## src/rtl/mica_pkg.sv

```systemverilog
// Shared types and widths for the Mica2 fetch/decode/execute sequencer.
package mica_pkg;

  localparam int OPC_W   = 4;
  localparam int CTRL_W  = 7;
  localparam int INSTR_W = 8;

  localparam logic [OPC_W-1:0] HALT_OP_DEF = 4'hF;

  typedef enum logic [2:0] {
    ST_IDLE,
    ST_FETCH,
    ST_DECODE,
    ST_EXEC,
    ST_HALT
  } seq_state_t;

endpackage

```

## src/rtl/mica_seq.sv

```systemverilog
// Multi-cycle sequencer: fetches an instruction byte, registers the external
// decode ROM's control word, and holds it valid until the datapath completes.
module mica_seq
  import mica_pkg::*;
#(
  parameter int               PC_W     = 8,
  parameter logic [OPC_W-1:0] HALT_OP  = HALT_OP_DEF,
  parameter logic [PC_W-1:0]  RESET_PC = '0
) (
  input  logic               clk,
  input  logic               rst_n,
  input  logic               run,
  input  logic               resume,
  output logic               mem_req,
  output logic [PC_W-1:0]    mem_addr,
  input  logic [INSTR_W-1:0] mem_rdata,
  input  logic               mem_ready,
  output logic [OPC_W-1:0]   rom_opcode,
  input  logic [CTRL_W-1:0]  rom_ctrl,
  output logic [CTRL_W-1:0]  ctrl_word,
  output logic               ctrl_valid,
  output logic [3:0]         operand,
  input  logic               exec_done,
  input  logic               branch_taken,
  input  logic [PC_W-1:0]    branch_target,
  output logic               halted,
  output logic [15:0]        instr_cnt
);

  seq_state_t          state_reg, state_next;
  logic [PC_W-1:0]     pc_reg, pc_next;
  logic [INSTR_W-1:0]  ir_reg, ir_next;
  logic [CTRL_W-1:0]   ctrl_reg, ctrl_next;
  logic [15:0]         cnt_reg, cnt_next;

  logic [PC_W-1:0]     pc_inc;
  assign pc_inc = pc_reg + PC_W'(1);

  always_ff @(posedge clk or negedge rst_n) begin
    if (!rst_n) begin
      state_reg <= ST_IDLE;
      pc_reg    <= RESET_PC;
      ir_reg    <= '0;
      ctrl_reg  <= '0;
      cnt_reg   <= '0;
    end else begin
      state_reg <= state_next;
      pc_reg    <= pc_next;
      ir_reg    <= ir_next;
      ctrl_reg  <= ctrl_next;
      cnt_reg   <= cnt_next;
    end
  end

  always_comb begin
    state_next = state_reg;
    pc_next    = pc_reg;
    ir_next    = ir_reg;
    ctrl_next  = ctrl_reg;
    cnt_next   = cnt_reg;
    unique case (state_reg)
      ST_IDLE: begin
        if (run) state_next = ST_FETCH;
      end
      ST_FETCH: begin
        if (mem_ready) begin
          ir_next    = mem_rdata;
          state_next = ST_DECODE;
        end
      end
      ST_DECODE: begin
        // rom_ctrl is only trusted here, while rom_opcode has been stable a full cycle
        ctrl_next = rom_ctrl;
        if (ir_reg[7:4] == HALT_OP) begin
          pc_next    = pc_inc;
          cnt_next   = cnt_reg + 16'd1;
          state_next = ST_HALT;
        end else begin
          state_next = ST_EXEC;
        end
      end
      ST_EXEC: begin
        if (exec_done) begin
          pc_next    = branch_taken ? branch_target : pc_inc;
          cnt_next   = cnt_reg + 16'd1;
          state_next = run ? ST_FETCH : ST_IDLE;
        end
      end
      ST_HALT: begin
        if (resume) state_next = run ? ST_FETCH : ST_IDLE;
      end
      default: state_next = ST_IDLE;
    endcase
  end

  // Strobes decode straight from the state register so reset drops them at once.
  assign mem_req    = (state_reg == ST_FETCH);
  assign mem_addr   = pc_reg;
  assign rom_opcode = ir_reg[7:4];
  assign operand    = ir_reg[3:0];
  assign ctrl_word  = ctrl_reg;
  assign ctrl_valid = (state_reg == ST_EXEC);
  assign halted     = (state_reg == ST_HALT);
  assign instr_cnt  = cnt_reg;

endmodule

```

## config.mk

```make
export PLATFORM = sky130hd
export DESIGN_NAME = mica_seq
export DESIGN_NICKNAME = d
export VERILOG_FILES = /design/src/rtl/mica_pkg.sv /design/src/rtl/mica_seq.sv
export SDC_FILE = /design/constraint.sdc
export NUM_CORES = 1
export LEC_CHECK = 0
export ABC_CLOCK_PERIOD_IN_PS = 1800
export BUFFER_PORTS_ARGS = -buffer_cell sky130_fd_sc_hd__buf_2
export CAP_MARGIN = 5
export CORE_ASPECT_RATIO = 1.75
export CORE_MARGIN = 2
export CORE_UTILIZATION = 49
export DETAILED_ROUTE_END_ITERATION = 10
export GPL_ROUTABILITY_DRIVEN = 0
export PLACE_DENSITY_LB_ADDON = 0.25
export SKIP_LAST_GASP = 1
export SYNTH_ARGS = -nofsm -noshare
export SYNTH_HDL_FRONTEND = slang
export SYNTH_SLANG_ARGS = --single-unit
```

## constraint.sdc

```tcl
create_clock -name clk -period 1.8 [get_ports clk]
set_input_delay 0.27 -clock clk [delete_from_list [all_inputs] [get_ports clk]]
set_output_delay 0.27 -clock clk [all_outputs]
set_load 0.1 [all_outputs]
```

==> results of run 1 <==
==> cell usage in the layout, fill, tap and decap left out, types with 6 or more instances in the layout <==
cell type  count
a21oi_1        9
mux2_2        10
nand3_1       12
dfrtp_2       19
buf_2         68
buf_4          6
o21ai_0        6
mux2_4         6
xnor2_1       14
nand4_1        9
nand2_1       12
dfrtp_1       23
==> per-layer routing <==
metal  up-vias  share of wire [%]  GRT usage, %  wire length [um]
li1        782                  -             -                 -
met1       783                 38          20.2              1660
met2        50                 56          38.5              2450
met3         6                4.8          4.90               210
met4         0                1.3          6.76                55
met5         -                  0             0                 0
==> cell usage after synthesis (3+ instances only) <==
cell type	number	share of area (%)
dfrtp_1	42	52
and4_1	4	1.7
and2_1	3	0.94
nand4_1	9	2.8
nor2_1	5	0.94
and3_1	3	0.94
nor2b_1	3	0.94
buf_6	3	1.7
o21ai_0	6	1.5
inv_1	4	0.75
xnor2_1	14	6.1
nand2b_1	3	0.94
a21oi_1	9	2.2
o22ai_1	4	1.2
mux2_2	16	9.0
nand3_1	12	3.0
nand2_1	12	2.2
clkbuf_1	3	0.56
==> through the flow <==
step                      cell area, um2  TNS, ps  utilization, %  worst slack [ps]
after global placement              2500        0            64.2               222
after detailed placement            2500        0            64.2               181
after CTS                           2620        0            67.1               115
after floorplan                     2090    -1060               -              -157
after global routing                2620        0            67.1              45.8
final                               2620        0            67.1               122
==> repair_timing <==
item / in CTS / in global routing
buffers inserted: 0 / 0
gates resized for setup: 1 / 0
setup endpoints to repair: 1 / 0
==> critical path: stages, from the launching register on <==
cell      delay [ps]
dfrtp_1          580
nand2b_4         120
nor2_4           120
buf_4            290
==> layout make-up <==
cell class                      count  area, um2  area share (%)
Inverter                            4       15.0           0.574
Clock buffer                        6       72.6            2.77
Timing Repair Buffer               76        425            16.3
Clock inverter                      2       37.5            1.43
Sequential cell                    42       1070            41.1
Tap cell                           48       60.1            2.29
Multi-Input combinational cell    122        932            35.6
==> logic make-up (layout without fill, tap and decap cells) <==
| family | count (synthesis) | count (layout) | synth area share [%] |
|---|---|---|---|
| and+or+nand+nor | 60 | 60 | 17.5 |
| adders and majority gates | 2 | 2 | 1.25 |
| buffers and inverters | 13 | 88 | 3.87 |
| xor gates and xnor gates | 15 | 15 | 6.55 |
| muxes | 17 | 17 | 9.48 |
| DFF | 42 | 42 | 52.4 |
| AOI/OAI and AO/OA | 28 | 28 | 9.04 |
==> final timing paths <==
check	from	slack [ps]	endpoint	depth (start not counted)
max	state_reg[0]	120	mem_req	3
min	rst_n	4	instr_cnt[9]	1
max reg2reg	state_reg[0]	150	instr_cnt[1]	3
min reg2reg	instr_cnt[8]	490	instr_cnt[8]	1
max in group asynchronous	rst_n	1210	ir_reg[6]	2
min in group clk	branch_target[0]	200	mem_addr[0]	3
==> qor.yml, run 1 <==
status: "completed"
post-place-cells: 292
async_reset_ff_share_pct: 100
ys_seq_area_share_pct: 52.4
finalNonFillerCells: 300
drt_first_pass_iters: 3
via_count: 1621
hold_violations: 0
cts_tree: "built"
core_um2: 3900
cts.sinks: 42
grt_pass1_vias: 1583
netlist_instances: 177
grt_remaining_overflow: 0
drive_gt1_share_pct: 49.6
die_area_um2: 4640
endpoint_kind: "primary output"
fin_crit_sh_pct: 93.2
drtIter0Drc: 32
post_drt_wl_per_cell_um: 14.6
hold_class: "input pin to async pin"
antenna_cells: 0
slew_headroom_pct: 55.3
fillers: 334
antenna_found_initial: 0
synth-edff-count: 0
tightest_slew_ps: 671
wirelength_um: 4380
start_util_pct: 51.4
cts_root_buf: "clkbuf_8"
clk_latency_ps: 290
grt_max_degree: 33
post_drt_via_cell_ratio: 5.40
setup_viol: 0
synth_cell_type_count: 35
synth_flop_cell: "dfrtp_1"
syn_area_um2: 2010
rsz0062_at_grt: "no"
postRouteAntennaNets: 0
synthToLayoutAreaGrowth_pct: 30.4
ios: 72
rows: 30
syn-num-nets: 209
max-cap-violations: 0
synth_area_per_cell_um2: 11.3
slew_viol_final: 0
finClkSkew_ps: 7.14
fin_nets: 283
synth-seq-cells: 42
cp.required_ps: 1530
hold_slack_ps: 3.72
cts_hold_buf: 0
grt_pass1_wl_um: 6890
dieWidth_um: 52.4
die_y_um: 88.7
dp_hpwl_um: 3330
cts_htree_levels: 2
grt_use_total_pct: 20.1
largest_reg_flops: 16
clockBufferDepth: 2
start_kind: "flip-flop"
min_period_ps: 1680
drc_errors: 0
yosys_warnings: 0
clk_pin_slew_worst_paths_ps: 80
arrival_ps: 1410
crit_type: "flip-flop to primary output"
numCtsBuffers: 5
fmax_mhz: 596
port_buffers: 71
crit_path_max_fanout: 8
Power of run 1 is left out: the tool's default activity adds up to more than one toggle a clock period on the data nets, which glitch-free logic cannot reach.
==> run 2, diff against run 1 <==
--- a/config.mk
+++ b/config.mk
@@ -6,13 +6,14 @@
 export NUM_CORES = 1
 export LEC_CHECK = 0
 export ABC_CLOCK_PERIOD_IN_PS = 1800
-export BUFFER_PORTS_ARGS = -buffer_cell sky130_fd_sc_hd__buf_2
 export CAP_MARGIN = 5
 export CORE_ASPECT_RATIO = 1.75
 export CORE_MARGIN = 2
-export CORE_UTILIZATION = 49
+export CORE_UTILIZATION = 60
 export DETAILED_ROUTE_END_ITERATION = 10
+export DONT_BUFFER_PORTS = 1
 export GPL_ROUTABILITY_DRIVEN = 0
+export GPL_TIMING_DRIVEN = 0
 export PLACE_DENSITY_LB_ADDON = 0.25
 export SKIP_LAST_GASP = 1
 export SYNTH_ARGS = -nofsm -noshare
==> run 2 against run 1 <==
  * The flow now finishes with violations (setup timing)
  * First-iteration DRC count grew 34%
  * Core utilization grew 11 points
  * Routed wire length grew 9.1%
  * Worst hold slack gained 100 ps
  * Global-route usage grew 6.4 points
  * Sequential share of layout area grew 3.4 points
  * Critical endpoint is now halted
==> qor.yml, run 2 (synthesis gave the netlist of run 1 again) <==
status: "finished with violations"  # was completed
violations: "setup timing"
gr-max-usage-layer: "met2"  # unchanged
hold_class: "input pin to flip-flop"  # was input pin to async pin
grt_pass1_vias: 1658  # was 1583
layout_setup_ws_ps: -188  # was 122 ps
hold_violations: 0  # unchanged
finalNonFillerCells: 246  # was 300
startpoint: "state_reg[1]"  # was state_reg[0]
clk_latency_ps: 290  # about the same
min_period_ps: 1990  # was 1680 ps
rr_startpoint: "state_reg[1]"  # was state_reg[0]
slew_headroom_pct: 27.4  # was 55.3%
grt.met3_usage_pct: 8.31  # was 4.90%
fin_nets: 234  # was 283
post-place-cells: 220  # was 292
die_area_um2: 3840  # was 4640 um2
cp.required_ps: 1530  # about the same
worst_path_max_delay_cell: "nor3b_4"  # was dfrtp_1
cts.sinks: 42  # unchanged
synthToLayoutAreaGrowth_pct: 24.2  # was 30.4%
path_delay_family: "simple AND/OR/NAND/NOR gates"  # was flip-flops
ios: 72  # unchanged
drt_first_pass_iters: 4  # was 3
rows: 27  # was 30
post_drt_via_cell_ratio: 6.23  # was 5.40
drc_errors: 0  # unchanged
finClkSkew_ps: 3.94  # was 7.14 ps
dp_hpwl_um: 3100  # was 3330 um
grt_max_degree: 43  # was 33
fin_crit_sh_pct: 110  # was 93.2%
clockBufferDepth: 2  # unchanged
start_kind: "flip-flop"  # unchanged
wirelength_um: 4780  # was 4380 um
postRouteAntennaNets: 0  # unchanged
rsz0062_at_grt: "yes"  # was no
path_cells: "buf_6 > nor3b_4"  # was nand2b_4 > nor2_4 > buf_4
grt_pass1_wl_um: 7360  # was 6890 um
setup_viol: 10  # was 0
final_cell_mix: "dfrtp_1, dfrtp_2, xnor2_1, buf_4"  # was buf_2, dfrtp_1, dfrtp_2, xnor2_1
min_from: "branch_target[0]"
cts_htree_levels: 2  # unchanged
port_buffers: 0  # was 71
slew_viol_final: 0  # unchanged
fmax_mhz: 503  # was 596 MHz
crit_buf_inv: 1  # unchanged
crit_type: "flip-flop to primary output"  # unchanged
post_drt_wl_per_cell_um: 19.4  # was 14.6 um
max-cap-violations: 0  # unchanged
numCtsBuffers: 5  # unchanged
crit_path_max_fanout: 3  # was 8
antenna_found_initial: 0  # unchanged
start_util_pct: 63.2  # was 51.4%
grt_use_total_pct: 26.5  # was 20.1%
die_y_um: 80.5  # was 88.7 um
cts_tree: "built"  # unchanged
antenna_cells: 0  # unchanged
drtIter0Drc: 43  # was 32
core_um2: 3180  # was 3900 um2
largest_reg_flops: 16  # unchanged
dieWidth_um: 47.7  # was 52.4 um
via_count: 1533  # was 1621
arrival_ps: 1720  # was 1410 ps
slowest_delay_ps: 890  # was 580 ps
tightest_slew_ps: 1090  # was 671 ps
drive_gt1_share_pct: 41.9  # was 49.6%
gr-usage-met2_pct: 45.9  # was 38.5%
fillers: 204  # was 334
clk_pin_slew_worst_paths_ps: 80  # about the same
cts_root_buf: "clkbuf_8"  # unchanged
endpoint_kind: "primary output"  # unchanged
met1_usage_pct: 28.5  # was 20.2%
grt_remaining_overflow: 0  # unchanged
-- run 2: cell count changes in the layout (fill, tap and decap cells not counted), moves of 2 or more --
cell / before / now
buf_2: 68 / 0
dfrtp_4: 0 / 10
buf_4: 6 / 14
buf_6: 0 / 7
dfrtp_1: 23 / 16
dfrtp_2: 19 / 16
clkinv_2: 0 / 2
mux2_2: 10 / 8
mux2_4: 6 / 8
-- run 2: worst paths after layout --
kind                       slack [ps]            end  depth (start not counted)
max reg2reg                      -160      ir_reg[5]                          5
min in group asynchronous         480  instr_cnt[12]                          2
max in group asynchronous        1110   instr_cnt[1]                          2
min reg2reg                       550   state_reg[0]                          1
min                               110    mem_addr[0]                          2
max                              -190         halted                          2
-- run 2: metal layers --
metal  share of wire (%)  vias to the layer above
met5                   0                        -
met3                 6.5                       16
met4                 2.6                        0
met1                  34                      748
met2                  57                       82
li1                    -                      687
-- run 2: area by class of cell --
cell class / instances / area [um2] / area share [%]
buffer: 7 / 63.8 / 2.56
clock buffer: 5 / 68.8 / 2.76
clock inverter: 3 / 40.0 / 1.61
inverter: 4 / 15.0 / 0.602
multi-input combinational: 123 / 961 / 38.6
sequential: 42 / 1110 / 44.5
tap: 43 / 53.8 / 2.16
timing repair buffer: 19 / 181 / 7.28
-- run 2: per-stage QoR --
| step | hold slack [ps] | instance area [um2] | setup WS, ps | utilization [%] | setup TNS, ps |
|---|---|---|---|---|---|
| floorplan | -25.6 | 2090 | -157 | - | -1060 |
| global placement | -24.8 | 2150 | -213 | 67.7 | -1730 |
| detailed placement | -24.8 | 2150 | -257 | 67.7 | -2290 |
| CTS | 100 | 2440 | -173 | 76.8 | -1240 |
| global route | 109 | 2490 | -220 | 78.5 | -1670 |
| finish | 105 | 2490 | -188 | 78.5 | -1340 |
-- run 2: repair_timing --
item | CTS | global route
hold endpoints to repair | 42 | 0
gates resized for setup | 17 | 17
pin swaps | 4 | 5
setup endpoints to repair | 22 | 23
hold buffers | 2 | 0
buffers inserted | 14 | 3
cloned | 1 | 0
Power of run 2 is left out for the same reason.
